**config.mk**
```make
export PLATFORM = sky130hd
export DESIGN_NAME = pe_incha_multi_obuffer_flat
export DESIGN_NICKNAME = d
export VERILOG_FILES = /design/src/rtl/pe_obuffer_pkg.sv /design/src/rtl/pe_incha_multi_obuffer_if.sv /design/src/rtl/pe_obuffer_beat_counter.sv /design/src/rtl/pe_incha_multi_obuffer.sv /design/src/flat_wrapper.sv
export SDC_FILE = /design/constraint.sdc
export NUM_CORES = 1
export LEC_CHECK = 0
export ABC_CLOCK_PERIOD_IN_PS = 3900
export BUFFER_PORTS_ARGS = -buffer_cell sky130_fd_sc_hd__buf_2
export CAP_MARGIN = 10
export CORE_ASPECT_RATIO = 0.9
export CORE_MARGIN = 1.5
export CORE_UTILIZATION = 40
export DETAILED_ROUTE_END_ITERATION = 8
export HOLD_SLACK_MARGIN = 0.15
export SYNTH_ARGS = -nofsm -noshare
export SYNTH_HDL_FRONTEND = slang
export SYNTH_SLANG_ARGS = --single-unit
```
**constraint.sdc**
```tcl
create_clock -name clk -period 3.9 [get_ports clk]
set_clock_uncertainty 0.2 [all_clocks]
set_input_delay 0.39 -clock clk [delete_from_list [all_inputs] [get_ports clk]]
set_output_delay 0.39 -clock clk [all_outputs]
set_load 0.02 [all_outputs]
```
**src/rtl/pe_obuffer_pkg.sv**
```systemverilog
// Shared sizing helpers for multi-lane PE output buffers: beat count, last-beat width, counter width.
package pe_obuffer_pkg;

  function automatic int ceil_div(input int num, input int den);
    return (num + den - 1) / den;
  endfunction

  // Minimum of 1 bit so a single-beat counter still has a legal width.
  function automatic int clog2_min1(input int n);
    int r;
    r = 0;
    for (int i = 0; i < 31; i++) begin
      if ((1 << i) < n) r = i + 1;
    end
    return (r < 1) ? 1 : r;
  endfunction

  function automatic int calc_beats(input int out_channel, input int in_lanes);
    return ceil_div(out_channel, in_lanes);
  endfunction

  function automatic int calc_rem(input int out_channel, input int in_lanes);
    return out_channel - (calc_beats(out_channel, in_lanes) - 1) * in_lanes;
  endfunction

endpackage

```
**src/rtl/pe_incha_multi_obuffer_if.sv**
```systemverilog
// Beat-in / vector-out handshake bundle; slave modport is the buffer, master modport drives it.
interface pe_incha_multi_obuffer_if #(
  parameter int DATA_WIDTH  = 8,
  parameter int OUT_CHANNEL = 17,
  parameter int IN_LANES    = 2
);
  logic [DATA_WIDTH*IN_LANES-1:0]    i_data;
  logic                              i_valid;
  logic                              i_ready;
  logic [DATA_WIDTH*OUT_CHANNEL-1:0] o_data;
  logic                              o_valid;
  logic                              o_ready;
  logic                              o_error;

  modport master (
    output i_data, i_valid, o_ready,
    input  i_ready, o_data, o_valid, o_error
  );

  modport slave (
    input  i_data, i_valid, o_ready,
    output i_ready, o_data, o_valid, o_error
  );
endinterface

```
**src/rtl/pe_obuffer_beat_counter.sv**
```systemverilog
// Wrapping beat counter 0..BEATS-1, advanced by en; is_last flags the final beat of a vector.
module pe_obuffer_beat_counter
  import pe_obuffer_pkg::*;
#(
  parameter int BEATS = 9,
  parameter int CW    = clog2_min1(BEATS)
) (
  input  logic          clk,
  input  logic          rst,
  input  logic          en,
  output logic [CW-1:0] cnt,
  output logic          is_last
);
  localparam logic [CW-1:0] LAST = CW'(BEATS - 1);

  logic [CW-1:0] cnt_q, cnt_d;

  always_comb begin
    cnt_d = cnt_q;
    if (en) cnt_d = (cnt_q == LAST) ? '0 : cnt_q + 1'b1;
  end

  always_ff @(posedge clk) begin
    if (rst) cnt_q <= '0;
    else     cnt_q <= cnt_d;
  end

  assign cnt     = cnt_q;
  assign is_last = (cnt_q == LAST);
endmodule

```
**src/rtl/pe_incha_multi_obuffer.sv**
```systemverilog
// Packs IN_LANES-wide beats into OUT_CHANNEL vectors; o_valid 1 cycle after the last beat, only the last beat stalls.
// Optional sticky upstream-protocol error under PE_OBUFFER_PROTOCOL_CHECK_EN (o_error tied 0 otherwise).
module pe_incha_multi_obuffer
  import pe_obuffer_pkg::*;
#(
  parameter int DATA_WIDTH  = 8,
  parameter int OUT_CHANNEL = 17,
  parameter int IN_LANES    = 2
) (
  input logic                     clk,
  input logic                     rst,
  pe_incha_multi_obuffer_if.slave bus
);
  localparam int BEATS = calc_beats(OUT_CHANNEL, IN_LANES);
  localparam int REM   = calc_rem(OUT_CHANNEL, IN_LANES);
  localparam int CW    = clog2_min1(BEATS);
  localparam int OW    = DATA_WIDTH * OUT_CHANNEL;
  localparam int BW    = DATA_WIDTH * IN_LANES;

  logic [CW-1:0] beat_cnt;
  logic          is_last;
  logic          i_ready;
  logic          accept;
  logic          load;
  logic [OW-1:0] vec_full;
  logic [OW-1:0] o_data_q, o_data_d;
  logic          o_valid_q, o_valid_d;

  // The held vector can drain and be replaced in the same cycle.
  assign i_ready = !is_last || !o_valid_q || bus.o_ready;
  assign accept  = bus.i_valid && i_ready;
  assign load    = accept && is_last;

  pe_obuffer_beat_counter #(.BEATS(BEATS)) u_beat_cnt (
    .clk     (clk),
    .rst     (rst),
    .en      (accept),
    .cnt     (beat_cnt),
    .is_last (is_last)
  );

  generate
    if (BEATS > 1) begin : g_coll
      localparam int CCW = (BEATS - 1) * BW;
      logic [CCW-1:0] coll_q, coll_d;

      always_comb begin
        coll_d = coll_q;
        for (int b = 0; b < BEATS - 1; b++) begin
          if (accept && beat_cnt == CW'(b)) coll_d[b*BW +: BW] = bus.i_data;
        end
      end

      // Pure datapath: every channel is rewritten before it can reach o_data.
      always_ff @(posedge clk) begin
        coll_q <= coll_d;
      end

      assign vec_full = {bus.i_data[REM*DATA_WIDTH-1:0], coll_q};
    end else begin : g_single
      assign vec_full = bus.i_data[OW-1:0];
    end
  endgenerate

  always_comb begin
    o_valid_d = o_valid_q;
    o_data_d  = o_data_q;
    if (load) begin
      o_valid_d = 1'b1;
      o_data_d  = vec_full;
    end else if (bus.o_ready) begin
      o_valid_d = 1'b0;
    end
  end

  always_ff @(posedge clk) begin
    if (rst) begin
      o_valid_q <= 1'b0;
      o_data_q  <= '0;
    end else begin
      o_valid_q <= o_valid_d;
      o_data_q  <= o_data_d;
    end
  end

  assign bus.i_ready = i_ready;
  assign bus.o_valid = o_valid_q;
  assign bus.o_data  = o_data_q;

`ifdef PE_OBUFFER_PROTOCOL_CHECK_EN
  logic          stall_q, stall_d;
  logic          err_q, err_d;
  logic [BW-1:0] held_q, held_d;

  // A stalled beat must be re-presented unchanged on the following cycle.
  always_comb begin
    stall_d = bus.i_valid && !i_ready;
    held_d  = bus.i_data;
    err_d   = err_q || (stall_q && (!bus.i_valid || bus.i_data != held_q));
  end

  always_ff @(posedge clk) begin
    if (rst) begin
      stall_q <= 1'b0;
      err_q   <= 1'b0;
      held_q  <= '0;
    end else begin
      stall_q <= stall_d;
      err_q   <= err_d;
      held_q  <= held_d;
    end
  end

  assign bus.o_error = err_q;
`else
  assign bus.o_error = 1'b0;
`endif
endmodule

```
**src/flat_wrapper.sv**
```systemverilog
// flat-port wrapper written by rule: the top's interface ports become plain ports
module pe_incha_multi_obuffer_flat import pe_obuffer_pkg::*;
#(
  parameter int DATA_WIDTH  = 8,
  parameter int OUT_CHANNEL = 17,
  parameter int IN_LANES    = 2
)
  (clk, rst, bus_i_data, bus_i_valid, bus_o_ready, bus_i_ready, bus_o_data, bus_o_valid, bus_o_error);
  pe_incha_multi_obuffer_if #(.DATA_WIDTH(DATA_WIDTH), .OUT_CHANNEL(OUT_CHANNEL), .IN_LANES(IN_LANES)) bus_i ();
  input logic clk;
  input logic rst;
  input wire logic [$bits(bus_i.i_data)-1:0] bus_i_data;
  input wire logic [$bits(bus_i.i_valid)-1:0] bus_i_valid;
  input wire logic [$bits(bus_i.o_ready)-1:0] bus_o_ready;
  output wire logic [$bits(bus_i.i_ready)-1:0] bus_i_ready;
  output wire logic [$bits(bus_i.o_data)-1:0] bus_o_data;
  output wire logic [$bits(bus_i.o_valid)-1:0] bus_o_valid;
  output wire logic [$bits(bus_i.o_error)-1:0] bus_o_error;
  assign bus_i.i_data = bus_i_data;
  assign bus_i.i_valid = bus_i_valid;
  assign bus_i.o_ready = bus_o_ready;
  assign bus_i_ready = bus_i.i_ready;
  assign bus_o_data = bus_i.o_data;
  assign bus_o_valid = bus_i.o_valid;
  assign bus_o_error = bus_i.o_error;
  pe_incha_multi_obuffer #(.DATA_WIDTH(DATA_WIDTH), .OUT_CHANNEL(OUT_CHANNEL), .IN_LANES(IN_LANES)) u_core (.clk(clk), .rst(rst), .bus(bus_i));
endmodule
```
==> results.md, run 1 <==
Outcome:
- The flow ran to the end, and the final reports show no timing, DRC or antenna violations.

Pwr:
- The combinational share of power is under 10%.
- The cell-internal power is 4600 uW.
- Net switching is 20.8% of the power.
- Of the total power, registers draw 52.0%.
- The standby leakage power is 0.00453 uW.
- The highest ir drop seen on vdd is 0.300 mV.
- Summed over all nets, the switching power comes to around 1200 uW.
- The share of total power dissipated in the clock network is 44.5%.
- The total power density per cell area is 494 mW/mm^2.

Critical path:
- The startpoint type of the worst setup path is a flop.
- The worst register-to-register path has a setup slack of roughly 1.7 ns.
- The capturing point of the worst reg2reg path is u_core.bus.o_data[35]$_SDFFE_PP0P_.
- The required time reported for the critical path endpoint is 3.31 ns.
- The type of destination of the critical path is an output pin.
- The depth of the worst register-to-register path is 6.
- The critical path class is reg2out.
- The biggest fanout along the worst timing path is 6.
- Data on the critical path arrives at its endpoint at 1.81 ns.
- In this run the critical register-to-register path is launched from u_core.u_beat_cnt.cnt[0]$_SDFFE_PP0P_.

Synth:
- Of all flip-flops after synthesis, the portion carrying an async set or reset was 0%.
- Ranked by total cell area, the synthesized netlist is headed by sky130_fd_sc_hd__edfxtp_1 40%, sky130_fd_sc_hd__dfxtp_1 29%, sky130_fd_sc_hd__mux2i_1 14%.
- The cell count after synthesis is 767.
- The flip-flop and latch count after synthesis is 269.
- The sequential share of the synthesized area is 68.6%.
- The cell area after synthesis is 0.00972 sq mm.
- The average size of a mapped cell is between 10 and 15 sq um.
- In the synthesized netlist the dominant register cell turns out to be sky130_fd_sc_hd__dfxtp_1.
- The most numerous cell in the Yosys netlist is sky130_fd_sc_hd__nand2_1.
- The biggest area contributor in the post-synthesis netlist is sky130_fd_sc_hd__edfxtp_1.
- By count the netlist is led by 279 x sky130_fd_sc_hd__nand2_1, 141 x sky130_fd_sc_hd__dfxtp_1, 136 x sky130_fd_sc_hd__mux2i_1, 128 x sky130_fd_sc_hd__edfxtp_1, 30 x sky130_fd_sc_hd__clkbuf_1.
- The number of synthesized flops with an enable pin is 128.
- The total nets after synthesis is 791.
- The unique cell type count in the Yosys netlist is 30.
- The share of the synthesized area in the top cell type is 39.5%.
- The count of synthesis-stage warnings from yosys is 0.

STA:
- Headroom to the max-slew limit came out at 42.1%.
- Adding up every negative setup slack in the final design gives 0 ns.
- The final max-slew violation count is 0.
- The worst setup slack after layout is 1.50 ns.
- The final critical-path share of the clock period is roughly three fifths.
- Setup repair after global routing left no endpoint under its margin.
- The final-report hold violation count is 0.
- The clock period minus final worst setup slack is between 2 and 2.5 ns.
- The setup violation total in the final timing report is 0.
- The transition at the pin with the smallest max-transition slack is 0.869 ns.
- Derived from the worst setup path, the maximum achievable clock frequency is 417 MHz.

Route:
- Using the TritonRoute via totals, the vias-per-cell ratio works out to around 4.7.
- The routed length per instance is 17.1 microns.
- The remaining antenna violation count after routing is 0.
- The length of the first detailed-routing pass in iterations is 4.
- Summing over every cut layer, the via total after detailed routing is 5952.
- The DRC violation count after routing is 0.
- Summed over all layers, the routed wires come to 21600 microns.
- The first routing iteration left about 370 violations.

Final layout:
- The total inserted antenna cells is 0.
- Of the cells placed in the final design, the portion with a size suffix greater than 1 is 23.1%.
- The net count of the finished layout is 963.
- The finished cells cover 0.0118 sq mm.
- The area growth from synthesis to layout is 20.8%.

Global routing:
- The most used routing layer is met2.
- The met2 track demand over resource is a little over a quarter.
- Global routing finished with a remaining overflow of 0.
- The via count of the first global-routing pass was between 5000 and 6000.
- The pin count of the biggest net entering global routing is 160.
- The initial antenna violation count came to 0.
- The total global-route track usage is approximately 17%.
- The met3 track demand over resource in global routing is 4.63%.
- Global routing used 22.9% of the available met1 tracks.
- The global-route wire length before repair is 31900 microns.

Die:
- For this design the top-level I/O count stands at between 150 and 200.
- The floorplan die width is 167 microns.
- For this configuration, the core starts out at a cell density of about 40%.
- The placement row count is 53.
- The region available for standard cell placement spans around 0.024 sq mm.
- The die is about 150 microns tall.
- The die covers 0.0253 sq mm.

Worst hold path:
- Along the worst hold path, the cell count comes to 2.
- In this run the most critical hold path is launched from u_core.bus.o_data[40]$_SDFFE_PP0P_.
- The hold path endpoint is u_core.bus.o_data[40]$_SDFFE_PP0P_.
- The path class of the tightest hold or removal check is reg2reg.

Placed design:
- Routability-driven placement finished with a final weighted congestion of 0.684.
- The count of buffers inserted at the top-level ports is approximately 160.
- The pre-CTS setup slack is 1.69 ns.
- The total placed instance area is 0.0106 sq mm.
- The wire-length estimate of the detail-placed layout is 12400 microns.

Job:
- The reported max-cap violation count is 0.

Clock tree:
- The clock-pin transition on the worst setup and hold timing paths is 0.06 ns.
- The clock passes through at most 3 buffers.
- The clock net sink count is 269.
- The clock tree from TritonCTS is built.
- In this run the number of H-tree levels came out at 1.
- The cell at the root of the clock tree is sky130_fd_sc_hd__clkbuf_16.
- The total clock buffers created by CTS is 28.
- The clock reaches the later pin of the worst-skew pair after about 0.53 ns.
==> routing by layer <==
metal  wire length [microns]  vias to the layer above  share of wire [%]
met4                     339                        0                1.6
met3                    1710                       25                7.9
met1                    9950                     2826                 46
met5                       0                        -                  0
met2                    9630                      163                 45
li1                        -                     2938                  -
==> worst max path at each step <==
stage,startpoint,endpoint,cells after the start,slack (ns)
floorplan,u_core.u_beat_cnt.cnt[0]$_SDFFE_PP0P_,u_core.g_coll.coll_q[0]$_DFFE_PP_,4,1.40
global placement,bus_i_valid,u_core.g_coll.coll_q[49]$_DFFE_PP_,3,1.56
CTS,u_core.u_beat_cnt.cnt[0]$_SDFFE_PP0P_,bus_i_ready,5,1.48
detailed placement,rst,u_core.bus.o_data[134]$_SDFFE_PP0P_,5,1.69
finish,u_core.u_beat_cnt.cnt[0]$_SDFFE_PP0P_,bus_i_ready,5,1.50
global route,u_core.u_beat_cnt.cnt[0]$_SDFFE_PP0P_,bus_i_ready,5,1.35
==> layout make-up <==
cell class / count / area [sq um]
Inverter: 3 / 18.8
Timing Repair Buffer: 191 / 1120
Sequential cell: 269 / 6670
Multi-Input combinational cell: 446 / 2660
Clock inverter: 7 / 60.1
Clock buffer: 45 / 846
Tap cell: 302 / 378
Fill cell: 2172 / 11900
==> worst max-delay path: stages (launching register included) <==
cell and delay [ns]:
sky130_fd_sc_hd__dfxtp_1 0.43, sky130_fd_sc_hd__inv_1 0.11, sky130_fd_sc_hd__ha_1 0.25, sky130_fd_sc_hd__and3b_1 0.21, sky130_fd_sc_hd__nand2_1 0.09, sky130_fd_sc_hd__buf_2 0.19
==> flip-flops by register name, indices dropped and copies added, names as in the netlist <==
name,count
u_core.bus.o_valid,1
u_core.u_beat_cnt.cnt,4
u_core.g_coll.coll_q,128
u_core.bus.o_data,136
==> cell families (layout without fill, tap and decap cells) <==
family	Yosys count	after routing	synth area share, %
compound gates	7	7	0.566
mux	136	136	14.0
simple gates	297	297	11.9
xor+xnor	1	1	0.0901
flops	269	269	68.6
fa+ha+maj	4	4	0.515
other cells	1	1	0.0386
buf+inv	52	246	4.30
==> layout by cell type (no fill, tap or decap), types with 2 or more instances in the layout <==
cell type,n
sky130_fd_sc_hd__dfxtp_1,141
sky130_fd_sc_hd__ha_1,4
sky130_fd_sc_hd__dlygate4sd3_1,20
sky130_fd_sc_hd__mux2i_1,136
sky130_fd_sc_hd__inv_1,2
sky130_fd_sc_hd__nand4_1,2
sky130_fd_sc_hd__buf_12,2
sky130_fd_sc_hd__nor3_2,4
sky130_fd_sc_hd__nand2_1,279
sky130_fd_sc_hd__buf_2,157
sky130_fd_sc_hd__clkbuf_16,29
sky130_fd_sc_hd__nor2_1,4
sky130_fd_sc_hd__clkbuf_8,6
sky130_fd_sc_hd__clkbuf_1,10
sky130_fd_sc_hd__buf_4,11
sky130_fd_sc_hd__edfxtp_1,128
sky130_fd_sc_hd__clkinv_2,6
==> through the flow <==
step / util (%) / hold slack, ns / total power [uW] / std cells
after floorplan: - / 0.259 / 3180 / 767
after global placement: 45.0 / 0.239 / 3270 / 1190
after detailed placement: 45.1 / 0.243 / 3270 / 1191
after CTS: 49.8 / 0.254 / 5890 / 1263
after global routing: 49.8 / 0.269 / 6020 / 1263
final: 49.8 / 0.250 / 5810 / 1263
==> timing repair <==
action,CTS,global route
hold buffers,20,0
buffers inserted,0,0
resized for setup,0,0
hold endpoints to repair,141,0
==> power by group through the flow <==
| stage | logic (uW) | registers [uW] | clock network (uW) |
|---|---|---|---|
| after global placement | 189 | 3080 | 0 |
| after floorplan | 99.9 | 3080 | 0 |
| after global routing | 222 | 3030 | 2770 |
| after CTS | 207 | 3020 | 2660 |
| after detailed placement | 191 | 3080 | 0 |
| final | 200 | 3020 | 2590 |
Note: power is estimated with default switching activity, not from simulation.
==> run 2: changes to the inputs <==
Settings changed: ABC_CLOCK_PERIOD_IN_PS 3900 to 2400.
Clock period 3.9 ns to 2.4 ns, I/O delays scaled along.
==> run 2 against run 1 <==
Non-clock buffer count increased by 5; critical path depth unchanged; sequential power increased by 63%; via count is 1.0% higher; highest routed layer unchanged; sequential cell count unchanged; first-iteration DRC count down 1.3%; routed wire length increased by 1.8%; largest cell class unchanged.
==> results.md, run 2 (synthesis gave the netlist of run 1 again) <==
Worst hold path:
- The hold path endpoint is u_core.bus.o_data[71]$_SDFFE_PP0P_ (was u_core.bus.o_data[40]$_SDFFE_PP0P_).
- The hold path startpoint is u_core.bus.o_data[71]$_SDFFE_PP0P_ (was u_core.bus.o_data[40]$_SDFFE_PP0P_).
- The instance count along the most critical hold path is 2 (unchanged).
- The class of the tightest hold or removal check is reg2reg (unchanged).

Critical path:
- The depth of the worst register-to-register path is 7 (was 6).
- The endpoint arrival time on the critical path is 1.78 ns (was 1.81 ns).
- The required time reported for the critical path endpoint is 1.96 ns (was 3.31 ns).
- The worst reg2reg path startpoint is u_core.u_beat_cnt.cnt[0]$_SDFFE_PP0P_ (unchanged).
- The critical path class is reg2out (unchanged).
- The capturing point of the worst reg2reg path is u_core.bus.o_data[25]$_SDFFE_PP0P_ (was u_core.bus.o_data[35]$_SDFFE_PP0P_).
- The biggest fanout along the worst timing path was 6 (unchanged).
- The worst setup slack for register-to-register paths was 0.24 ns (was 1.68 ns).
- The type of destination of the critical path is an output pin (unchanged).
- The startpoint type of the worst setup path is a flop (unchanged).

STA:
- Derived from the worst setup path, the maximum achievable clock frequency is 450 MHz.
- The final max-slew violation count came to 0 (unchanged).
- Unrepaired setup endpoints after global routing: no (unchanged).
- The minimum hold slack is 0.250 ns (about the same).
- The setup violation total in the final timing report is 0 (unchanged).
- The final-report hold violation count was 0 (unchanged).
- The final critical-path share of the clock period is 92.7%.
- The worst setup slack after layout is 0.175 ns (was 1.50 ns).
- The aggregate negative setup slack is 0 ns (unchanged).
- The transition at the pin with the smallest max-transition slack is 0.509 ns (was 0.869 ns).
- The relative slew slack is 66.0% (was 42.1%).
- The clock period minus final worst setup slack is 2.22 ns.

Final layout:
- Commonest cells after routing, fill and taps aside: 279 x sky130_fd_sc_hd__nand2_1, 157 x sky130_fd_sc_hd__buf_2, 141 x sky130_fd_sc_hd__dfxtp_1, 136 x sky130_fd_sc_hd__mux2i_1, 128 x sky130_fd_sc_hd__edfxtp_1 (unchanged).
- The flip-flop count of the largest register after layout is 136 (unchanged).
- The multi-input combinational cell area is 0.00266 sq mm (unchanged).
- The register cell area after layout is 0.00667 sq mm (unchanged).
- The net count reported at finish is 968 (was 963).
- The area overhead of the layout relative to synthesis is 22.6% (was 20.8%).
- The share of layout cells above drive strength 1 is 23.8% (was 23.1%).
- The most frequent standard cell in the layout excluding fill and tap cells is sky130_fd_sc_hd__nand2_1 (unchanged).
- The final-layout fill cell count was 2126 (was 2172).
- The number of cells in the finished layout apart from fillers was 1269 (was 1263).
- The utilization after layout is 50.5% (was 49.8%).

Die:
- The floorplan die width came to 167 microns (unchanged).
- The placement row count is 53 (unchanged).
- The area of the placeable core is 0.0236 sq mm (unchanged).
- The area enclosed by the die boundary is 0.0253 sq mm (unchanged).
- The count of pins on the block boundary was 159 (unchanged).
- The initial standard-cell utilization of the core is 41.2% (unchanged).
- The die height is 151 microns (unchanged).

Job:
- The reported max-cap violation count is 0 (unchanged).

Placed design:
- The sum of net half-perimeters after detailed placement is 13000 microns (was 12400 microns).
- The count of buffers inserted at the top-level ports is 157 (unchanged).
- The pre-CTS setup slack is 0.259 ns (was 1.69 ns).
- The placer's final routability congestion estimate was 0.683 (was 0.684).
- The instance count after placement with tap cells included is 1196 (was 1191).

Outcome:
- Status: finished, final reports clean (unchanged).

Clock tree:
- The cell at the root of the clock tree is sky130_fd_sc_hd__clkbuf_16 (unchanged).
- The post-cts repair resize count came to 0 (unchanged).
- The clock-pin transition on the worst setup and hold timing paths came to 0.06 ns (about the same).
- The count of H-tree levels built during CTS is 1 (unchanged).
- The clock insertion delay at the later pin of the skew report came to 0.52 ns (was 0.53 ns).
- The clock tree from TritonCTS is built (unchanged).
- The number of buffers on the longest clock path is 3 (unchanged).
- The total clock buffers created by CTS is 28 (unchanged).
- The clock net sink count is 269 (unchanged).

Route:
- The length of the first detailed-routing pass in iterations came to 4 (unchanged).
- The via density per instance was 4.74 (was 4.71).
- The routed length per instance came to 17.3 microns (was 17.1 microns).
- The DRC violation count after routing is 0 (unchanged).
- The DRC violation total after the first TritonRoute iteration was 366 (was 371).
- The routed wire length was 22000 microns (was 21600 microns).
- The remaining antenna violation count after routing was 0 (unchanged).
- The count of vias placed by the detailed router is 6013 (was 5952).

Global routing:
- The total global-route track usage is 17.4% (was 16.9%).
- The via count of the first global-routing pass is 5771 (was 5354).
- The initial antenna violation count is 3 (was 0).
- The global-route wire length before repair is 33200 microns (was 31900 microns).
- The global route total overflow is 0 (unchanged).
- The pin count of the biggest net entering global routing is 77 (was 160).

Pwr:
- The standby leakage power is 0.00460 uW (was 0.00453 uW).
- The total power density per cell area is 814 mW/mm^2 (was 494 mW/mm^2).
- The highest ir drop seen on vdd is 0.385 mV (was 0.300 mV).
==> run 2: changes by cell type in the layout (fill, tap and decap cells not counted), moves of 3 or more <==
cell,change
sky130_fd_sc_hd__bufinv_16,+3
sky130_fd_sc_hd__clkinvlp_4,+3
sky130_fd_sc_hd__clkinv_1,+4
sky130_fd_sc_hd__clkbuf_8,-3
sky130_fd_sc_hd__buf_12,+6
sky130_fd_sc_hd__clkbuf_1,-7
==> run 2: what timing repair did <==
item / in CTS / in global routing
setup endpoints to repair: 0 / 0
setup buffers: 0 / 0
endpoints found under the hold margin: 141 / 0
hold buffers: 20 / 0
==> run 2: layer usage <==
metal  GRT usage (%)  up-vias  part of all wire (%)
met5               0        -                     0
met2            28.9      158                    46
met1            23.2     2880                    46
li1                -     2944                     -
met4            3.78        0                   1.5
met3            4.08       31                   6.3
==> run 2: power breakdown <==
| part | switching [uW] | leakage [uW] | total (uW) | internal, uW |
|---|---|---|---|---|
| Sequential | 25.5 | 0.00230 | 4910 | 4890 |
| Combinational | 241 | 0.00183 | 334 | 92.7 |
| Clock | 1740 | 0.000469 | 4460 | 2720 |
==> run 2: layout make-up <==
class | instances | area share, %
Sequential cell | 269 | 55.9
Multi-Input combinational cell | 446 | 22.3
Timing Repair Buffer | 196 | 10.3
Clock buffer | 35 | 6.53
Tap cell | 302 | 3.17
Clock inverter | 17 | 1.61
Inverter | 3 | 0.157
Antenna cell | 1 | 0.0210
==> run 2: per-stage QoR <==
step           power (uW)  instance area [sq um]
6_report             9710                  11900
5_1_grt             10100                  11900
4_1_cts              9840                  11900
3_5_place_dp         5330                  10800
3_3_place_gp         5330                  10800
2_1_floorplan        5170                   9730
==> run 2: worst max-delay path, stage by stage (launching register included) <==
cell and delay, ns:
sky130_fd_sc_hd__dfxtp_1 0.42, sky130_fd_sc_hd__inv_1 0.11, sky130_fd_sc_hd__ha_1 0.25, sky130_fd_sc_hd__and3b_1 0.21
sky130_fd_sc_hd__nand2_1 0.09, sky130_fd_sc_hd__buf_2 0.18
==> run 2: worst max-delay path by stage <==
| stage | end | startpoint | cells after the start | slack (ns) |
|---|---|---|---|---|
| 2_1_floorplan | u_core.g_coll.coll_q[48]$_DFFE_PP_ | u_core.u_beat_cnt.cnt[0]$_SDFFE_PP0P_ | 3 | 0.03 |
| 3_3_place_gp | u_core.bus.o_data[3]$_SDFFE_PP0P_ | u_core.u_beat_cnt.cnt[0]$_SDFFE_PP0P_ | 7 | 0.32 |
| 3_5_place_dp | u_core.bus.o_data[21]$_SDFFE_PP0P_ | u_core.u_beat_cnt.cnt[0]$_SDFFE_PP0P_ | 7 | 0.26 |
| 4_1_cts | bus_i_ready | u_core.u_beat_cnt.cnt[0]$_SDFFE_PP0P_ | 5 | 0.15 |
| 5_1_grt | bus_i_ready | u_core.u_beat_cnt.cnt[0]$_SDFFE_PP0P_ | 5 | 0.08 |
| 6_report | bus_i_ready | u_core.u_beat_cnt.cnt[0]$_SDFFE_PP0P_ | 5 | 0.18 |
